$ cat src/rtl/aqp_hctrl_events_if.sv
// Event-bus interface between the hand-controller event block and the CPU I/O block.
// The event block drives FIFO status/head, overflow and irq; the CPU side drives pop,
// overflow clear and interrupt enable.
interface aqp_hctrl_events_if #(
   parameter int DEPTH = 4
);
   localparam int CW = $clog2(DEPTH) + 1;

   logic          ev_valid;
   logic [8:0]    ev_data;
   logic          ev_rd;
   logic [CW-1:0] ev_count;
   logic          ovf;
   logic          ovf_clr;
   logic          irq_en;
   logic          irq;

   // Event source side (the debouncer / FIFO block)
   modport master (
      output ev_valid, ev_data, ev_count, ovf, irq,
      input  ev_rd, ovf_clr, irq_en
   );

   // Event consumer side (CPU I/O block)
   modport slave (
      input  ev_valid, ev_data, ev_count, ovf, irq,
      output ev_rd, ovf_clr, irq_en
   );
endinterface

$ cat src/rtl/aqp_hctrl_events.sv
// Hand-controller event block: debounces the two raw active-low controller bytes on a
// slow sample tick, holds the stable copies, and queues every committed change in a small
// first-word-fall-through FIFO with overflow flag and interrupt request.
module aqp_hctrl_events #(
   parameter int TICK_DIV   = 1024,
   parameter int STABLE_CNT = 4,
   parameter int DEPTH      = 4
) (
   input  logic       clk,
   input  logic       reset,
   input  logic [7:0] hctrl1_raw,
   input  logic [7:0] hctrl2_raw,
   output logic [7:0] hctrl1_stable,
   output logic [7:0] hctrl2_stable,
   aqp_hctrl_events_if.master ev_bus
);
   localparam int TW = (TICK_DIV > 1) ? $clog2(TICK_DIV) : 1;
   localparam int PW = $clog2(DEPTH);
   localparam int CW = PW + 1;

   // ---------------------------------------------------------------- sample tick
   logic [TW-1:0] tick_q;
   logic          tick_w;

   assign tick_w = (tick_q == TW'(TICK_DIV - 1));

   // Free-running sample counter, wraps at TICK_DIV-1
   always_ff @(posedge clk) begin
      if (reset || tick_w) tick_q <= '0;
      else                 tick_q <= tick_q + TW'(1);
   end

   // ---------------------------------------------------------------- debounce
   logic [7:0] raw_w    [2];
   logic [7:0] stable_w [2];
   logic [7:0] newval_w [2];
   logic [1:0] commit_w;

   assign raw_w[0]      = hctrl1_raw;
   assign raw_w[1]      = hctrl2_raw;
   assign hctrl1_stable = stable_w[0];
   assign hctrl2_stable = stable_w[1];

   genvar gi;
   generate
      for (gi = 0; gi < 2; gi++) begin : g_deb
         logic [7:0] cand_q, cand_d;
         logic [7:0] stab_q, stab_d;
         logic [3:0] cnt_q, cnt_d;
         logic       commit_l;

         // Candidate/count update on each tick; commit when the count reaches settled
         always_comb begin
            cand_d   = cand_q;
            stab_d   = stab_q;
            cnt_d    = cnt_q;
            commit_l = 1'b0;
            if (tick_w) begin
               if (raw_w[gi] != cand_q) begin
                  cand_d = raw_w[gi];
                  cnt_d  = 4'd1;
               end else if (cnt_q < 4'(STABLE_CNT - 1)) begin
                  cnt_d = cnt_q + 4'd1;
               end else if (cnt_q == 4'(STABLE_CNT - 1)) begin
                  cnt_d = 4'(STABLE_CNT);
                  if (cand_q != stab_q) begin
                     stab_d   = cand_q;
                     commit_l = 1'b1;
                  end
               end
            end
         end

         // Debounce state registers; reset leaves the filter settled on "no buttons"
         always_ff @(posedge clk) begin
            if (reset) begin
               cand_q <= 8'hFF;
               stab_q <= 8'hFF;
               cnt_q  <= 4'(STABLE_CNT);
            end else begin
               cand_q <= cand_d;
               stab_q <= stab_d;
               cnt_q  <= cnt_d;
            end
         end

         assign stable_w[gi] = stab_q;
         assign newval_w[gi] = stab_d;
         assign commit_w[gi] = commit_l;
      end
   endgenerate

   // ---------------------------------------------------------------- event push
   // ctrl1 has priority on a shared tick; ctrl2 is then deferred by one cycle via pend.
   // Its value is already in the stable register by then. TICK_DIV >= 4 guarantees the
   // deferred push never collides with the next tick.
   logic       pend_q, pend_d;
   logic       push_vld;
   logic [8:0] push_dat;

   // Select the event to push this cycle
   always_comb begin
      push_vld = 1'b0;
      push_dat = '0;
      pend_d   = commit_w[0] & commit_w[1];
      if (commit_w[0]) begin
         push_vld = 1'b1;
         push_dat = {1'b0, newval_w[0]};
      end else if (commit_w[1]) begin
         push_vld = 1'b1;
         push_dat = {1'b1, newval_w[1]};
      end else if (pend_q) begin
         push_vld = 1'b1;
         push_dat = {1'b1, stable_w[1]};
      end
   end

   // Deferred ctrl2 push flag
   always_ff @(posedge clk) begin
      if (reset) pend_q <= 1'b0;
      else       pend_q <= pend_d;
   end

   // ---------------------------------------------------------------- FIFO
   logic [8:0]    mem_q [DEPTH];
   logic [PW-1:0] wr_ptr_q, rd_ptr_q;
   logic [CW-1:0] count_q, count_d;
   logic          empty_w, full_w, pop_w, push_ok_w, ovf_set_w;
   logic          ovf_q;

   assign empty_w   = (count_q == '0);
   assign full_w    = (count_q == CW'(DEPTH));
   assign pop_w     = ev_bus.ev_rd & ~empty_w;
   // A full FIFO still accepts a push when the same cycle pops
   assign push_ok_w = push_vld & (~full_w | pop_w);
   assign ovf_set_w = push_vld & full_w & ~pop_w;

   // Occupancy bookkeeping
   always_comb begin
      count_d = count_q;
      case ({push_ok_w, pop_w})
         2'b10:   count_d = count_q + CW'(1);
         2'b01:   count_d = count_q - CW'(1);
         default: count_d = count_q;
      endcase
   end

   // Storage write; contents need no reset since the head is masked while empty
   always_ff @(posedge clk) begin
      if (push_ok_w) mem_q[wr_ptr_q] <= push_dat;
   end

   // Pointers and count; pointers wrap naturally because DEPTH is a power of two
   always_ff @(posedge clk) begin
      if (reset) begin
         wr_ptr_q <= '0;
         rd_ptr_q <= '0;
         count_q  <= '0;
      end else begin
         if (push_ok_w) wr_ptr_q <= wr_ptr_q + PW'(1);
         if (pop_w)     rd_ptr_q <= rd_ptr_q + PW'(1);
         count_q <= count_d;
      end
   end

   // Sticky overflow; a new overflow beats a simultaneous clear
   always_ff @(posedge clk) begin
      if (reset)                ovf_q <= 1'b0;
      else if (ovf_set_w)       ovf_q <= 1'b1;
      else if (ev_bus.ovf_clr)  ovf_q <= 1'b0;
   end

   assign ev_bus.ev_valid = ~empty_w;
   assign ev_bus.ev_data  = empty_w ? 9'd0 : mem_q[rd_ptr_q];
   assign ev_bus.ev_count = count_q;
   assign ev_bus.ovf      = ovf_q;
   assign ev_bus.irq      = ~empty_w & ev_bus.irq_en;
endmodule

$ cat src/flat_wrapper.sv
// flat-port wrapper written by rule: the top's interface ports become plain ports
module aqp_hctrl_events_flat 
#(
   parameter int TICK_DIV   = 1024,
   parameter int STABLE_CNT = 4,
   parameter int DEPTH      = 4
)
  (clk, reset, hctrl1_raw, hctrl2_raw, hctrl1_stable, hctrl2_stable, ev_bus_ev_valid, ev_bus_ev_data, ev_bus_ev_count, ev_bus_ovf, ev_bus_irq, ev_bus_ev_rd, ev_bus_ovf_clr, ev_bus_irq_en);
  aqp_hctrl_events_if #(.DEPTH(DEPTH)) ev_bus_i ();
  input  logic clk;
  input  logic reset;
  input  logic [7:0] hctrl1_raw;
  input  logic [7:0] hctrl2_raw;
  output logic [7:0] hctrl1_stable;
  output logic [7:0] hctrl2_stable;
  output wire logic [$bits(ev_bus_i.ev_valid)-1:0] ev_bus_ev_valid;
  output wire logic [$bits(ev_bus_i.ev_data)-1:0] ev_bus_ev_data;
  output wire logic [$bits(ev_bus_i.ev_count)-1:0] ev_bus_ev_count;
  output wire logic [$bits(ev_bus_i.ovf)-1:0] ev_bus_ovf;
  output wire logic [$bits(ev_bus_i.irq)-1:0] ev_bus_irq;
  input wire logic [$bits(ev_bus_i.ev_rd)-1:0] ev_bus_ev_rd;
  input wire logic [$bits(ev_bus_i.ovf_clr)-1:0] ev_bus_ovf_clr;
  input wire logic [$bits(ev_bus_i.irq_en)-1:0] ev_bus_irq_en;
  assign ev_bus_ev_valid = ev_bus_i.ev_valid;
  assign ev_bus_ev_data = ev_bus_i.ev_data;
  assign ev_bus_ev_count = ev_bus_i.ev_count;
  assign ev_bus_ovf = ev_bus_i.ovf;
  assign ev_bus_irq = ev_bus_i.irq;
  assign ev_bus_i.ev_rd = ev_bus_ev_rd;
  assign ev_bus_i.ovf_clr = ev_bus_ovf_clr;
  assign ev_bus_i.irq_en = ev_bus_irq_en;
  aqp_hctrl_events #(.TICK_DIV(TICK_DIV), .STABLE_CNT(STABLE_CNT), .DEPTH(DEPTH)) u_core (.clk(clk), .reset(reset), .hctrl1_raw(hctrl1_raw), .hctrl2_raw(hctrl2_raw), .hctrl1_stable(hctrl1_stable), .hctrl2_stable(hctrl2_stable), .ev_bus(ev_bus_i));
endmodule
$ cat config.mk
export PLATFORM = sky130hd
export DESIGN_NAME = aqp_hctrl_events_flat
export DESIGN_NICKNAME = d
export VERILOG_FILES = /design/src/rtl/aqp_hctrl_events_if.sv /design/src/rtl/aqp_hctrl_events.sv /design/src/flat_wrapper.sv
export SDC_FILE = /design/constraint.sdc
export NUM_CORES = 1
export LEC_CHECK = 0
export BUFFER_PORTS_ARGS = -buffer_cell sky130_fd_sc_hd__clkbuf_2
export CAP_MARGIN = 10
export CORE_MARGIN = 2
export CORE_UTILIZATION = 30
export DETAILED_ROUTE_END_ITERATION = 8
export SKIP_LAST_GASP = 1
export SLEW_MARGIN = 10
export SYNTH_ARGS = -nofsm -noshare
export SYNTH_HDL_FRONTEND = slang
export SYNTH_SLANG_ARGS = --single-unit
$ cat constraint.sdc
create_clock -name clk -period 2.6 [get_ports clk]
set_input_delay 0.52 -clock clk [delete_from_list [all_inputs] [get_ports clk]]
set_output_delay 0.52 -clock clk [all_outputs]
set_load 0.1 [all_outputs]
==> reports/qor.yml, run 1 <==
status: "finished, final reports clean"
worst_ep_arrival_time_ns: 2.78
regArea_sq_mm: 0.00237
ir_drop_mv: 0.339
dieArea_sq_mm: 0.0156
post-dp-hpwl_mm: 7.22
grt_pass1_vias: 3125
n_antenna_cell: 0
place_congestion: 0.845
max_slew.worst_pin.slew_ns: 0.576
syn-cell-area_sq_mm: 0.00437
holdPathEnd: "u_core.g_deb[0].cand_q[0]"
min_from: "hctrl1_raw[0]"
multi_input_area_sq_mm: 0.00205
grt_setup_unrepaired: "yes"
post-route-period-util_pct: 96.4
htreeDepth: 3
power_density_mw_per_mm2: 555
clk_pin_slew_ns: 0.07
finalSetupViolCount: 0
critical_path_required_ns: 2.87
synth_top_area_cell: "dfxtp_1"
synthTopCellsByArea: "dfxtp_1 28%, edfxtp_1 25%, mux2i_1 5.7%, xor2_1 4.8%, mux4_2 4.6%"
rrSetupSlack_ns: 0.09
maxCapViolCount: 0
drc: 0
placement.io_buffers: 51
fin_worst_skew_ns: 0.00626
cts_tree: "yes"
vias_per_cell: 4.67
p_leak_nw: 2.02
synth_flop_cell: "dfxtp_1"
fp.dieW_microns: 125
use_met3_pct: 4.90
hold_path_depth: 3
grt_max_degree: 30
drtPass1Iterations: 5
met2_usage_pct: 21.8
hold_class: "primary input to flip-flop"
synth-edff-count: 36
use_met1_pct: 15.5
areaGrowthSynthToFinish_pct: 28.5
dieHeight_microns: 125
reg2reg_from: "u_core.g_deb[1].cand_q[2]"
grt_overflow_total: 0
fin_crit_ns: 2.51
start_util_pct: 30.4
final_hold_viol_count: 0
reg2reg_to: "u_core.ev_bus.ev_count[2]"
rows: 44
slew_viol_final: 0
crit_path_max_fanout: 5
route.vias.total: 3096
synth_common_cells: "61 x dfxtp_1, 47 x nand2_1, 36 x edfxtp_1, 25 x mux2i_1, 25 x nor2_1"
ys_types: 46
ys_ff_latch: 97
numCtsBuffers: 9
cp-start-kind: "flip-flop"
dp_slack_ns: -0.0926
cts_buffer_depth: 2
syn_inst: 388
synth_nets: 418
relSlewSlack_pct: 61.8
fillers: 1381
fin_setup_tns_ns: 0
synthArstFlopShare_pct: 0
nNetsFinal: 504
ant_nets: 0
worst_slack_ns: 0.0933
max_freq_mhz: 399
ff2ff_path_depth: 12
seq_area_frac_synth_pct: 52.7
ios: 52
cts_num_sinks: 97
core_area_sq_mm: 0.0144
first_iter_violations: 132
synth_top_area_share_pct: 27.9
clk_latency_ns: 0.35
wl_mm: 9.67
synth.most_common_cell: "dfxtp_1"
drive_above_1_share_pct: 35.5
grt_pass1_wl_mm: 15.8
critPathKind: "flip-flop to flip-flop"
cts_root_buf: "clkbuf_16"
antenna_found_initial: 0
busiest_layer: "met2"
wire_per_inst_microns: 14.6
end_kind: "flip-flop"
yosys_warnings: 0
grtUsageTotal_pct: 12.9
syn_avg_cell_area_sq_um: 11.3
metal layers:
metal  vias to the layer above  wire [microns]
li1                       1544               -
met1                      1485            4280
met2                        57            4720
met3                        10             539
met4                         0             132
met5                         -               0
cell families (layout without fill, tap and decap cells):
group / count (synthesis) / in the layout / synth area share (%)
buffers and inverters: 24 / 115 / 2.12
AO/OA/AOI/OAI: 39 / 39 / 6.01
adder cells (fa/ha/maj): 9 / 9 / 2.75
AND/OR/NAND/NOR: 138 / 138 / 16.4
XOR/XNOR: 43 / 43 / 8.62
multiplexers: 38 / 38 / 11.4
flip-flops: 97 / 97 / 52.7
placed cells by master (no fill, tap or decap), types with 4 or more instances in the layout:
cell type,instances
nand3_1,5
mux4_2,9
dfxtp_1,36
nor2_1,23
ha_1,6
and2_1,8
a21oi_1,14
nor3_1,8
nand2_1,47
nor4_1,4
buf_12,4
dfxtp_2,10
buf_4,33
mux2i_1,25
clkbuf_16,9
inv_1,10
and3_1,4
clkbuf_2,51
edfxtp_1,36
xnor2_1,16
o21ai_0,6
xor2_1,24
dfxtp_4,15
nand4_1,8
nor2_2,4
and2_2,9
a21boi_0,4
flip-flops by register name, summed over array words and instances (netlist names), named ones only:
signal,flops
u_core.hctrl2_stable,8
u_core.rd_ptr_q,2
u_core.ev_bus.ev_count,3
u_core.g_deb.cnt_q,8
u_core.ev_bus.ovf,1
u_core.pend_q,1
u_core.g_deb.cand_q,16
u_core.wr_ptr_q,2
u_core.mem_q,36
u_core.hctrl1_stable,8
u_core.tick_q,10
timing repair:
action                     CTS  global route
setup buffers                0             2
setup endpoints to repair    1             6
pin swaps                    1             2
resized for setup            0            15
hold buffers                 0             0
area by class of cell:
type | count | area share, %
clock buffer | 10 | 4.08
clock inverter | 6 | 1.92
inverter | 11 | 0.735
multi-input combinational | 267 | 36.6
sequential | 97 | 42.2
tap | 184 | 4.10
timing repair buffer | 88 | 10.4
report_power, final:
part / switching, mW / internal, mW
sequential: 0.00421 / 1.55
clock: 0.554 / 0.937
combinational: 0.0377 / 0.0342
metrics by stage:
stage | utilization (%) | cell area, sq um | hold WS [ns] | power [mW] | instances
final | 39.1 | 5620 | 0.415 | 3.12 | 663
after global routing | 39.1 | 5620 | 0.423 | 3.22 | 663
after CTS | 38.7 | 5560 | 0.407 | 3.15 | 661
after detailed placement | 36.3 | 5220 | 0.478 | 1.66 | 645
after global placement | 36.3 | 5220 | 0.465 | 1.66 | 645
after floorplan | - | 4480 | 0.451 | 1.62 | 388
worst max-delay path by stage:
stage                                   start  slack (ns)                        end  depth (start not counted)
finish              u_core.g_deb[1].cand_q[2]        0.09  u_core.ev_bus.ev_count[2]                         12
global route        u_core.g_deb[0].cand_q[4]       -0.08  u_core.ev_bus.ev_count[2]                         12
CTS                          u_core.tick_q[1]       0.007  u_core.ev_bus.ev_count[2]                         13
detailed placement              hctrl2_raw[7]       -0.09  u_core.ev_bus.ev_count[2]                         13
global placement                hctrl2_raw[5]       -0.03         u_core.mem_q[0][5]                          9
floorplan                       hctrl2_raw[5]       -0.09  u_core.ev_bus.ev_count[2]                         12
worst max-delay path, stage by stage (launching register included):
cell,delay [ns]
dfxtp_1,0.37
xor2_1,0.18
nor4_1,0.30
nand2_1,0.16
nand2_4,0.11
a31oi_4,0.08
inv_1,0.07
ha_2,0.18
inv_2,0.04
fa_2,0.34
xor2_1,0.15
or3_1,0.31
a21oi_1,0.13
Power figures use the tool's default switching activity.
==> run 2, diff against run 1 <==
--- a/config.mk
+++ b/config.mk
@@ -8,7 +8,7 @@
 export BUFFER_PORTS_ARGS = -buffer_cell sky130_fd_sc_hd__clkbuf_2
 export CAP_MARGIN = 10
 export CORE_MARGIN = 2
-export CORE_UTILIZATION = 30
+export CORE_UTILIZATION = 35
 export DETAILED_ROUTE_END_ITERATION = 8
 export SKIP_LAST_GASP = 1
 export SLEW_MARGIN = 10
==> reports/qor.yml, run 2 (synthesized netlist as in run 1, its figures left out) <==
slew_viol_final: 0  # unchanged
post-dp-hpwl_mm: 6.83  # -5.4%
worst_slack_ns: 0.0756  # -0.0178 ns
numCtsBuffers: 9  # unchanged
place_congestion: 0.822  # -2.7%
first_iter_violations: 139  # +5.3%
cts_tree: "yes"
dp_slack_ns: -0.0701  # +0.0225 ns
wire_per_inst_microns: 14.4  # -1.3%
hold_class: "primary input to flip-flop"
hold_path_depth: 3  # unchanged
nNetsFinal: 509  # +0.99%
drc: 0  # unchanged
swShare_pct: 22.0  # +2.9 points
grt_max_degree: 35  # +17%
worst_ep_arrival_time_ns: 2.79  # about the same
ios: 52  # unchanged
critical_path_required_ns: 2.87  # about the same
reg2reg_to: "u_core.ev_bus.ev_count[2]"
wl_mm: 9.39  # -2.9%
clk_pin_slew_ns: 0.07  # about the same
rrSetupSlack_ns: 0.08  # -0.02 ns
grt_pass1_wl_mm: 15.2  # -3.7%
start_util_pct: 36.1  # +5.7 points
antenna_found_initial: 0  # unchanged
core_area_sq_mm: 0.0121  # -16%
final_cell_mix: "51 x clkbuf_2, 47 x nand2_1, 39 x dfxtp_1"
grt_pass1_vias: 3028  # -3.1%
ant_nets: 0  # unchanged
power_density_mw_per_mm2: 517  # -6.9%
finalSetupViolCount: 0  # unchanged
rows: 40  # -9.1%
fin_crit_ns: 2.52  # +0.0178 ns
drtPass1Iterations: 4  # -1
drive_above_1_share_pct: 35.7  # +0.25 points
dieHeight_microns: 116  # -7.2%
fin_worst_skew_ns: 0.00523  # -0.00103 ns
max_freq_mhz: 396  # -0.70%
dieArea_sq_mm: 0.0134  # -14%
cp_slowest_stage_delay_ns: 0.35  # -0.02 ns
clk_latency_ns: 0.34  # about the same
reg2reg_from: "u_core.tick_q[0]"
largest_register: "u_core.mem_q"
ir_drop_mv: 0.312  # -8.0%
grtUsageTotal_pct: 14.9  # +2.0 points
path_delay_family: "simple AND/OR/NAND/NOR gates"
cts_root_buf: "clkbuf_16"
grt_setup_unrepaired: "yes"
route.vias.total: 3081  # -0.48%
cts_hold_buf: 0  # unchanged
largest_register_ffs: 36  # unchanged
htreeDepth: 3  # unchanged
cp_cell_sequence: "ha_4 > and4_4 > and3_1 > and3_4 > nand3_2 > a31oi_4 > inv_2 > ha_2 > inv_2 > fa_2 > xor2_1 > or3_1 > a21oi_1"
relSlewSlack_pct: 53.4  # -8.4 points
vias_per_cell: 4.73  # +1.2%
min_from: "hctrl1_raw[7]"
cts_buffer_depth: 2  # unchanged
worst-path-buf-inv: 2  # unchanged
end_kind: "flip-flop"
holdPathEnd: "u_core.g_deb[0].cand_q[7]"
p_leak_nw: 2.02  # about the same
layout_commonest_cell: "clkbuf_2"
critPathSlowestCell: "fa_2"
post-route-period-util_pct: 97.1  # +0.68 points
top_regs: "u_core.mem_q x36, u_core.g_deb.cand_q x16, u_core.tick_q x10"
cts_num_sinks: 97  # unchanged
areaGrowthSynthToFinish_pct: 27.3
cp-start-kind: "flip-flop"
maxCapViolCount: 0  # unchanged
p_sw_uw: 632  # +6.1%
clockPowerShare_pct: 43.4  # -4.4 points
p_seq_share_pct: 54.0  # +4.1 points
hold_slack_ns: 0.422  # +0.00711 ns
critPathKind: "flip-flop to flip-flop"
cpMostUsedCell: "inv_2"
ff2ff_path_depth: 13  # +1
n_antenna_cell: 0  # unchanged
status: "finished, final reports clean"
fp.dieW_microns: 116  # -7.2%
p_comb_share_pct: 2.6  # +0.3 points
p_int_mw: 2.24  # -11%
final_hold_viol_count: 0  # unchanged
max_slew.worst_pin.slew_ns: 0.698  # +0.122 ns
crit_path_max_fanout: 5  # unchanged
placement.io_buffers: 51  # unchanged
grt_overflow_total: 0  # unchanged
run 2: layout make-up:
cell class                 instances  area (sq um)
inverter                          11          41.3
tap                              168           210
fill                            1139          6550
clock inverter                     7          55.1
clock buffer                       9           225
timing repair buffer              93           621
multi-input combinational        267          2040
sequential                        97          2370
run 2: worst max-delay path by stage:
stage / start / end / cells past startpoint
3_3_place_gp: hctrl2_raw[4] / u_core.mem_q[0][5] / 9
6_report: u_core.tick_q[0] / u_core.ev_bus.ev_count[2] / 13
4_1_cts: u_core.tick_q[1] / u_core.ev_bus.ev_count[2] / 14
5_1_grt: u_core.g_deb[1].cand_q[7] / u_core.ev_bus.ev_count[2] / 12
2_1_floorplan: hctrl2_raw[5] / u_core.ev_bus.ev_count[2] / 12
3_5_place_dp: hctrl2_raw[5] / u_core.mem_q[0][5] / 9
run 2: layer usage:
metal | routed length [microns] | GRT usage (%) | part of all wire (%)
met5 | 0 | 0 | 0
met4 | 95 | 4.29 | 1.0
met3 | 389 | 3.82 | 4.1
met2 | 4490 | 24.4 | 48
met1 | 4410 | 19.6 | 47
run 2: repair_timing:
action	CTS	global route
gates cloned	0	0
pin swaps	1	1
setup endpoints to repair	5	10
buffers inserted	0	7
gates resized for setup	2	7
run 2: stage by stage:
step / std cells / total power, mW / utilization [%] / TNS (ns) / area (sq um)
detailed placement: 629 / 1.66 / 43.0 / -0.354 / 5200
CTS: 645 / 2.92 / 45.3 / -0.0216 / 5490
floorplan: 388 / 1.62 / - / -0.170 / 4480
global placement: 629 / 1.66 / 43.0 / -0.195 / 5200
global route: 652 / 2.98 / 45.9 / -0.108 / 5560
finish: 652 / 2.88 / 45.9 / 0 / 5560
run 2: worst register-to-register path, cell delays in order (launching register included):
cell     delay (ns)
dfxtp_2        0.34
ha_4           0.16
and4_4         0.19
and3_1         0.20
and3_4         0.18
nand3_2        0.09
a31oi_4        0.10
inv_2          0.06
ha_2           0.17
inv_2          0.04
fa_2           0.35
xor2_1         0.15
or3_1          0.30
a21oi_1        0.12
run 2: power groups by stage:
stage          clock, mW  combinational (mW)  sequential (mW)
3_5_place_dp           0              0.0721             1.59
2_1_floorplan          0              0.0345             1.59
5_1_grt             1.34              0.0829             1.55
3_3_place_gp           0              0.0715             1.59
6_report            1.25              0.0747             1.55
4_1_cts             1.29              0.0723             1.55
